==> src/rtl/pipe_hazard_ctrl.sv <==
// rtl/pipe_hazard_ctrl.sv - stall/flush/forward controller for the 5-stage pipeline
// Includes divide sequencing, data-memory wait states and exception redirect.
module pipe_hazard_ctrl #(
  parameter int DIV_CYCLES = 32
) (
  input  logic       clk,
  input  logic       reset,
  input  logic [4:0] rsD,
  input  logic [4:0] rtD,
  input  logic       branchD,
  input  logic       jrD,
  input  logic [4:0] rsE,
  input  logic [4:0] rtE,
  input  logic [4:0] writeregE,
  input  logic       regwriteE,
  input  logic       memtoregE,
  input  logic       divE,
  input  logic [4:0] writeregM,
  input  logic       regwriteM,
  input  logic       memtoregM,
  input  logic       memaccessM,
  input  logic       dmem_ready,
  input  logic       imem_ready,
  input  logic [4:0] writeregW,
  input  logic       regwriteW,
  input  logic       exc_M,
  output logic       stallF,
  output logic       stallD,
  output logic       stallE,
  output logic       stallM,
  output logic       flushD,
  output logic       flushE,
  output logic       flushM,
  output logic       flushW,
  output logic       forwardAD,
  output logic       forwardBD,
  output logic [1:0] forwardAE,
  output logic [1:0] forwardBE,
  output logic       div_start,
  output logic       div_abort,
  output logic       div_busy,
  output logic       pc_redirect
);

  typedef enum logic {IDLE, DIV} state_t;

  localparam logic [5:0] CNT_INIT = 6'(DIV_CYCLES - 1);

  state_t     state, stateNext;
  logic [5:0] cnt, cntNext;
  logic       memStall, startDiv, busy, lwStall, brStall;

  // Register 0 is hardwired to zero, so it never creates a dependency.
  function automatic logic regMatch(input logic [4:0] dst, input logic [4:0] src);
    return (dst != 5'd0) && (dst == src);
  endfunction

  function automatic logic [1:0] fwdSel(input logic [4:0] src);
    if (regwriteM && regMatch(writeregM, src))
      return 2'b10;
    else if (regwriteW && regMatch(writeregW, src))
      return 2'b01;
    else
      return 2'b00;
  endfunction

  assign memStall = memaccessM && !dmem_ready;
  assign startDiv = (state == IDLE) && divE && !exc_M && !memStall;
  assign busy     = startDiv || ((state == DIV) && (cnt != 6'd0));

  assign lwStall = memtoregE && (regMatch(writeregE, rsD) || regMatch(writeregE, rtD));
  assign brStall = (branchD || jrD) &&
                   ((regwriteE && (regMatch(writeregE, rsD) || regMatch(writeregE, rtD))) ||
                    (memtoregM && (regMatch(writeregM, rsD) || regMatch(writeregM, rtD))));

  always_ff @(posedge clk or posedge reset) begin
    if (reset) begin
      state <= IDLE;
      cnt   <= 6'd0;
    end else begin
      state <= stateNext;
      cnt   <= cntNext;
    end
  end

  always_comb begin
    stateNext = state;
    cntNext   = cnt;
    if (exc_M) begin
      stateNext = IDLE;
      cntNext   = 6'd0;
    end else if (!memStall) begin
      case (state)
        IDLE: begin
          if (divE) begin
            stateNext = DIV;
            cntNext   = CNT_INIT;
          end
        end
        DIV: begin
          // The completing divide leaves E this cycle; divE here is that same divide.
          if (cnt == 6'd0)
            stateNext = IDLE;
          else
            cntNext = cnt - 6'd1;
        end
        default: stateNext = IDLE;
      endcase
    end
  end

  always_comb begin
    stallF      = 1'b0;
    stallD      = 1'b0;
    stallE      = 1'b0;
    stallM      = 1'b0;
    flushD      = 1'b0;
    flushE      = 1'b0;
    flushM      = 1'b0;
    flushW      = 1'b0;
    forwardAD   = 1'b0;
    forwardBD   = 1'b0;
    forwardAE   = 2'b00;
    forwardBE   = 2'b00;
    div_start   = 1'b0;
    div_abort   = 1'b0;
    div_busy    = 1'b0;
    pc_redirect = 1'b0;
    if (reset) begin
      flushD = 1'b1;
      flushE = 1'b1;
      flushM = 1'b1;
      flushW = 1'b1;
    end else begin
      forwardAD = regwriteM && regMatch(writeregM, rsD);
      forwardBD = regwriteM && regMatch(writeregM, rtD);
      forwardAE = fwdSel(rsE);
      forwardBE = fwdSel(rtE);
      div_start = startDiv;
      div_busy  = busy;
      if (exc_M) begin
        flushD      = 1'b1;
        flushE      = 1'b1;
        flushM      = 1'b1;
        flushW      = 1'b1;
        pc_redirect = 1'b1;
        div_abort   = (state == DIV);
      end else if (memStall) begin
        stallF = 1'b1;
        stallD = 1'b1;
        stallE = 1'b1;
        stallM = 1'b1;
        flushW = 1'b1;
      end else if (busy) begin
        stallF = 1'b1;
        stallD = 1'b1;
        stallE = 1'b1;
        flushM = 1'b1;
      end else if (lwStall || brStall) begin
        stallF = 1'b1;
        stallD = 1'b1;
        flushE = 1'b1;
      end else if (!imem_ready) begin
        stallF = 1'b1;
        flushD = 1'b1;
      end
    end
  end

endmodule

==> config.mk <==
export PLATFORM = sky130hd
export DESIGN_NAME = pipe_hazard_ctrl
export DESIGN_NICKNAME = d
export VERILOG_FILES = /design/src/rtl/pipe_hazard_ctrl.sv
export SDC_FILE = /design/constraint.sdc
export NUM_CORES = 1
export LEC_CHECK = 0
export ABC_CLOCK_PERIOD_IN_PS = 3300
export BUFFER_PORTS_ARGS = -buffer_cell sky130_fd_sc_hd__buf_2
export CAP_MARGIN = 20
export CORE_ASPECT_RATIO = 0.9
export CORE_MARGIN = 8
export CORE_UTILIZATION = 44
export DETAILED_ROUTE_END_ITERATION = 8
export HOLD_SLACK_MARGIN = 0.03
export PLACE_DENSITY = 0.82
export SLEW_MARGIN = 10
export SYNTH_ARGS = -nofsm -noshare
export SYNTH_HDL_FRONTEND = slang
export SYNTH_SLANG_ARGS = --single-unit
export TNS_END_PERCENT = 30
==> constraint.sdc <==
create_clock -name clk -period 3.3 [get_ports clk]
set_input_delay 0.825 -clock clk [delete_from_list [all_inputs] [get_ports clk]]
set_output_delay 0.825 -clock clk [all_outputs]
set_load 0.02 [all_outputs]
# Yosys cells after proc, flatten, opt, wreduce, memory -nomap -nowiden

Cells that the tools add are included.

Bitwise operators: 1
Order comparisons: 0
Divide/modulo/power cells: 0
Shift operators: 0
Reductions and logical operators: 38
Equal/unequal tests: 11
Multiply operators: 0
Add/sub/neg operators: 1
Mux-type cells: 56

Operators with widths:

| operator              | count |
|---|---|
| $mux W1               | 46 |
| $eq A5 B5 Y1          | 8 |
| $mux W6               | 4 |
| $logic_and A1 B1 Y1   | 23 |
| $reduce_bool A5 Y1    | 3 |
| $pmux W6 S2           | 1 |
| $mux W2               | 4 |
| $logic_not A6 Y1      | 1 |
| $logic_or A1 B1 Y1    | 6 |
| $ne A3 B3 Y1 const B  | 2 |
| $reduce_bool A6 Y1    | 1 |
| $sub A6 B1 Y6 const B | 1 |
| $logic_not A1 Y1      | 3 |
| $reduce_and A3 Y1     | 1 |
| $ne A2 B2 Y1 const B  | 1 |
| $pmux W1 S2           | 1 |
| $not A1 Y1            | 1 |

Output and inout bits: 18
Memories kept: 0
Latch bits: 0
Bits in read-only memories: 0
RAM bits: 0
Word-level logic and storage cells: 109
Flip-flop bits (word level): 7

# Logic depth before layout (Yosys ltp)

Depth in word-level cells: 12
Gate-level depth with buffers: 8
Depth with buffers taken out: 8

# Worst setup path before layout

No wires, ideal clock.

Kind: input to output
From: input port writeregM[4]
To: output port stallF
Slack: 0.298 ns
Buffers on the path: 1
Stages on the path: 7
Data arrival time: 2.177 ns
Cells stage by stage: clkbuf_1 -> xnor2_1 -> nand3_1 -> nor3_1 -> nor2b_1 -> o22a_1 -> a31oi_1

Word-level cells in the longest chain between the ends: 12
Elaborated cells on any way between the ends: 15
Classes of those cells: eq/ne: 2; mux: 5; reduce/logical: 8

Ends and longest elaborated chain:

| what                                               | RTL line | source |
|---|---|---|
| start, declared                                    | 18       | `input logic [4:0] writeregM,` |
| $eq A5 B5 Y1 or $reduce_bool A5 Y1 (tied branches) | 55       | `return (dst != 5'd0) && (dst == src);` |
| $logic_and A1 B1 Y1                                | 55       |  |
| $logic_or A1 B1 Y1 (*)                             | 74       | `(memtoregM && (regMatch(writeregM, rsD) \|\| regMatch(writeregM, rtD))));` |
| $logic_and A1 B1 Y1 (*)                            | 74       |  |
| $logic_or A1 B1 Y1 (*)                             | 73       | `((regwriteE && (regMatch(writeregE, rsD) \|\| regMatch(writeregE, rtD))) \|\|` |
| $logic_and A1 B1 Y1 (*)                            | 72       | `assign brStall = (branchD \|\| jrD) &&` |
| $logic_or A1 B1 Y1 (*)                             | 159      | `end else if (lwStall \|\| brStall) begin` |
| $mux W1 (*)                                        | 159      |  |
| $mux W1 (*)                                        | 154      | `end else if (busy) begin` |
| $mux W1 (*)                                        | 148      | `end else if (memStall) begin` |
| $mux W1 (*)                                        | 141      | `if (exc_M) begin` |
| $mux W1 (*)                                        | 129      | `if (reset) begin` |
| end, declared                                      | 27       | `output logic stallF,` |

Mark *: on every way between the ends. The rest lies on a longest branch, timed or not.

# Final worst setup path

From: input port writeregM[0]
To: output port flushD

Word-level cells in the longest chain between the ends: 12
Elaborated cells on any way between the ends: 15
Classes of those cells: eq/ne: 2; mux: 5; reduce/logical: 8

Ends and longest elaborated chain:

| what                                               | RTL line | source |
|---|---|---|
| $eq A5 B5 Y1 or $reduce_bool A5 Y1 (tied branches) | 55       |  |
| $logic_and A1 B1 Y1                                | 55       |  |
| $logic_or A1 B1 Y1 (*)                             | 74       |  |
| $logic_and A1 B1 Y1 (*)                            | 74       |  |
| $logic_or A1 B1 Y1 (*)                             | 73       |  |
| $logic_and A1 B1 Y1 (*)                            | 72       |  |
| $logic_or A1 B1 Y1 (*)                             | 159      |  |
| $mux W1 (*)                                        | 159      |  |
| $mux W1 (*)                                        | 154      |  |
| $mux W1 (*)                                        | 148      |  |
| $mux W1 (*)                                        | 141      |  |
| $mux W1 (*)                                        | 129      |  |
| end, declared                                      | 31       | `output logic flushD,` |

Marked as above.

==> flow_summary.json <==
{
  "status": "finished clean",
  "slew_headroom_pct": 65.6,
  "regArea_sq_um": 175,
  "synth-seq-cells": 7,
  "cp.arrival_ns": 2.30,
  "grt_usage_pct": 14.8,
  "r2r_slack_ns": 1.42,
  "vias": 1241,
  "antenna_found_initial": 0,
  "cts-buffers-inserted": 3,
  "synth_top_cells_by_area": "xor2_1 (17%), dfrtp_1 (16%), xnor2_1 (14%)",
  "fp-row-count": 17,
  "met2_usage_pct": 27.2,
  "cp_slowest_cell": "nor3_1",
  "dieWidth_microns": 69.1,
  "netlist_instances": 144,
  "p_leak_nw": 0.683,
  "setup_viol": 0,
  "crit_start": "writeregM[0]",
  "grt_pass1_vias": 1306,
  "total_power_uw": 384,
  "ys_warn_count": 0,
  "syn_to_final_growth_pct": 31.8,
  "firstDrtPassIters": 4,
  "crit_end": "flushD",
  "cts_root_buffer": "clkbuf_4",
  "wl_per_cell_microns": 14.2,
  "r2r_end": "cnt[3]",
  "cts.clk_slew.worst_paths_ns": 0.06,
  "clockBufferDepth": 2,
  "most-common-layout-cells": "buf_2 (66), xor2_1 (22), xnor2_1 (18)",
  "p_per_area_nw_per_um2": 261,
  "cts_hold_buffers": 0,
  "grt_first_pass_wirelength_microns": 5560,
  "synthFlopType": "dfrtp_1",
  "drc": 0,
  "cp_cell_sequence": "buf_2 -> xnor2_1 -> nand3_1 -> nor3_1 -> nor2b_1 -> o22a_1 -> a31o_1 -> buf_2",
  "viasPerCell": 5.28,
  "crit_buf_inv": 2,
  "fmax_ghz": 0.320,
  "worstSetupPathType": "input port to output port",
  "nFillCells": 239,
  "stdcell_count": 235,
  "period_share_pct": 94.6,
  "routed_wirelength_microns": 3340,
  "p_comb_share_pct": 50.5,
  "met3_usage_pct": 5.25,
  "gp_congestion": 0.950,
  "io_pins": 67,
  "grt.busiest_layer": "met2",
  "holdPathStages": 1,
  "path_delay_family": "compound AO/OA/AOI/OAI gates",
  "crit_cells": 8,
  "cts_resized": 0,
  "hold_ws_ns": 0.525,
  "slowest_delay_ns": 0.27,
  "dp_hpwl_microns": 2940,
  "clkSinkCount": 7,
  "rsz0062_at_grt": "false",
  "overflow": 0,
  "internal_power_uw": 231,
  "avgSynthCellArea_sq_um": 7.77,
  "drtIter0Drc": 33,
  "rr_worst_depth": 8,
  "dieArea_sq_um": 4410,
  "portBuffers": 66,
  "syn_nets": 195,
  "hold_viol": 0,
  "synth_top_cell_by_area": "xor2_1",
  "end_kind": "output port",
  "synth_top_area_share_pct": 17.2,
  "seqPwrFrac_pct": 28.0,
  "synth_area_sq_um": 1120,
  "cap_viol_max_count": 0,
  "met1_usage_pct": 15.5,
  "power.share.switching_pct": 40.0,
  "grt_max_degree": 13,
  "synth_edf_count": 0,
  "ir_drop_mv": 0.212,
  "htree_num_levels": 1,
  "hold_class": "register to register",
  "nets": 259,
  "min_period_ns": 3.12,
  "worst_pin_slew_ns": 0.514,
  "worstSetupStartpointType": "input port",
  "finClkSkew_ns": 0.0163,
  "dp.cells": 231,
  "postSynth.asyncResetShare_pct": 100,
  "start_util_pct": 46.1,
  "drtAntennaViolNets": 0,
  "synth-seq-area-share_pct": 15.7,
  "post-cts-setup-buffers": 0,
  "final_common_cell": "buf_2",
  "netSwitchingPower_uw": 154,
  "synthDistinctLibCells": 43,
  "slew_viol_final": 0,
  "fin_tns_setup_ns": 0,
  "multi_input_area_sq_um": 877,
  "path_common_cell": "buf_2",
  "core_sq_um": 2420,
  "drive_gt1_share_pct": 37.7,
  "cts_tree": "built",
  "clkPwrFrac_pct": 21.5,
  "clk_latency_ns": 0.27,
  "crit_fanout": 6,
  "die_y_microns": 63.8,
  "antenna_cells": 0,
  "timing.rr.start": "cnt[0]",
  "crit_required_ns": 2.47
}
[synth_stat cells, drive strengths merged (2+ instances only)]
| cell type | count |
|---|---|
| a211oi | 2 |
| a21oi | 6 |
| a311oi | 2 |
| a31oi | 2 |
| and4 | 2 |
| buf | 3 |
| clkbuf | 5 |
| dfrtp | 7 |
| ha | 2 |
| inv | 6 |
| nand2 | 2 |
| nand2b | 4 |
| nand3 | 6 |
| nor2 | 15 |
| nor2b | 3 |
| nor3 | 9 |
| nor3b | 2 |
| nor4 | 4 |
| o21a | 2 |
| o21ai | 5 |
| or4 | 3 |
| xnor2 | 18 |
| xor2 | 22 |
[stage by stage]
stage | worst slack [ns] | utilization [%] | instance area [sq um]
finish | 0.179 | 60.8 | 1470
floorplan | 0.298 | - | 1120
CTS | 0.175 | 60.8 | 1470
global route | 0.0797 | 60.8 | 1470
detailed placement | 0.176 | 59.7 | 1450
global placement | 0.191 | 59.7 | 1450
[state kept, by name, summed over array words and instances, names as in the netlist]
name	flops
cnt	6
state	1
[power by group through the flow]
stage / clock network (mW) / logic, mW / registers, mW
after detailed placement: 0 / 0.196 / 0.109
after global routing: 0.0910 / 0.216 / 0.109
after CTS: 0.0855 / 0.196 / 0.107
after global placement: 0 / 0.193 / 0.109
after floorplan: 0 / 0.134 / 0.103
final: 0.0826 / 0.194 / 0.108
[logic make-up (layout without fill, tap and decap cells)]
logic type / Yosys count / count (layout) / synth area share (%)
flops: 7 / 7 / 15.7
fa+ha+maj: 2 / 2 / 2.24
buf+inv: 14 / 77 / 5.93
xor+xnor: 40 / 40 / 31.3
compound gates: 26 / 26 / 16.9
simple gates: 55 / 55 / 28.0
[cell type report]
class                   instances  share of cell area, %
flip-flops and latches          7                   11.9
clock buffers                   4                   1.78
repair buffers                 67                   22.9
well taps                      28                   2.38
inverters                       6                   1.53
multi-input cells             123                   59.5
[worst reg2reg max path, stage by stage, from the launching register on]
cell and delay [ns]:
dfrtp_1 0.40, inv_1 0.09, ha_1 0.14, or4b_4 0.46
o21ai_2 0.16, a21oi_2 0.15, nand3_1 0.12, o21ai_1 0.08
a211oi_2 0.22
[metal layers]
layer	up-vias	share of wire, %
met4	0	1.1
met5	-	0
met1	556	42
met2	44	50
met3	5	6.7
li1	636	-
[worst min-delay path by stage]
| stage | startpoint | endpoint | slack (ns) |
|---|---|---|---|
| finish | cnt[0] | cnt[0] | 0.53 |
| global route | cnt[0] | cnt[0] | 0.56 |
| CTS | cnt[0] | cnt[0] | 0.52 |
| detailed placement | cnt[0] | cnt[0] | 0.51 |
| global placement | cnt[0] | cnt[0] | 0.51 |
| floorplan | cnt[0] | cnt[0] | 0.48 |
No activity file was read; power rests on OpenSTA's default activity.
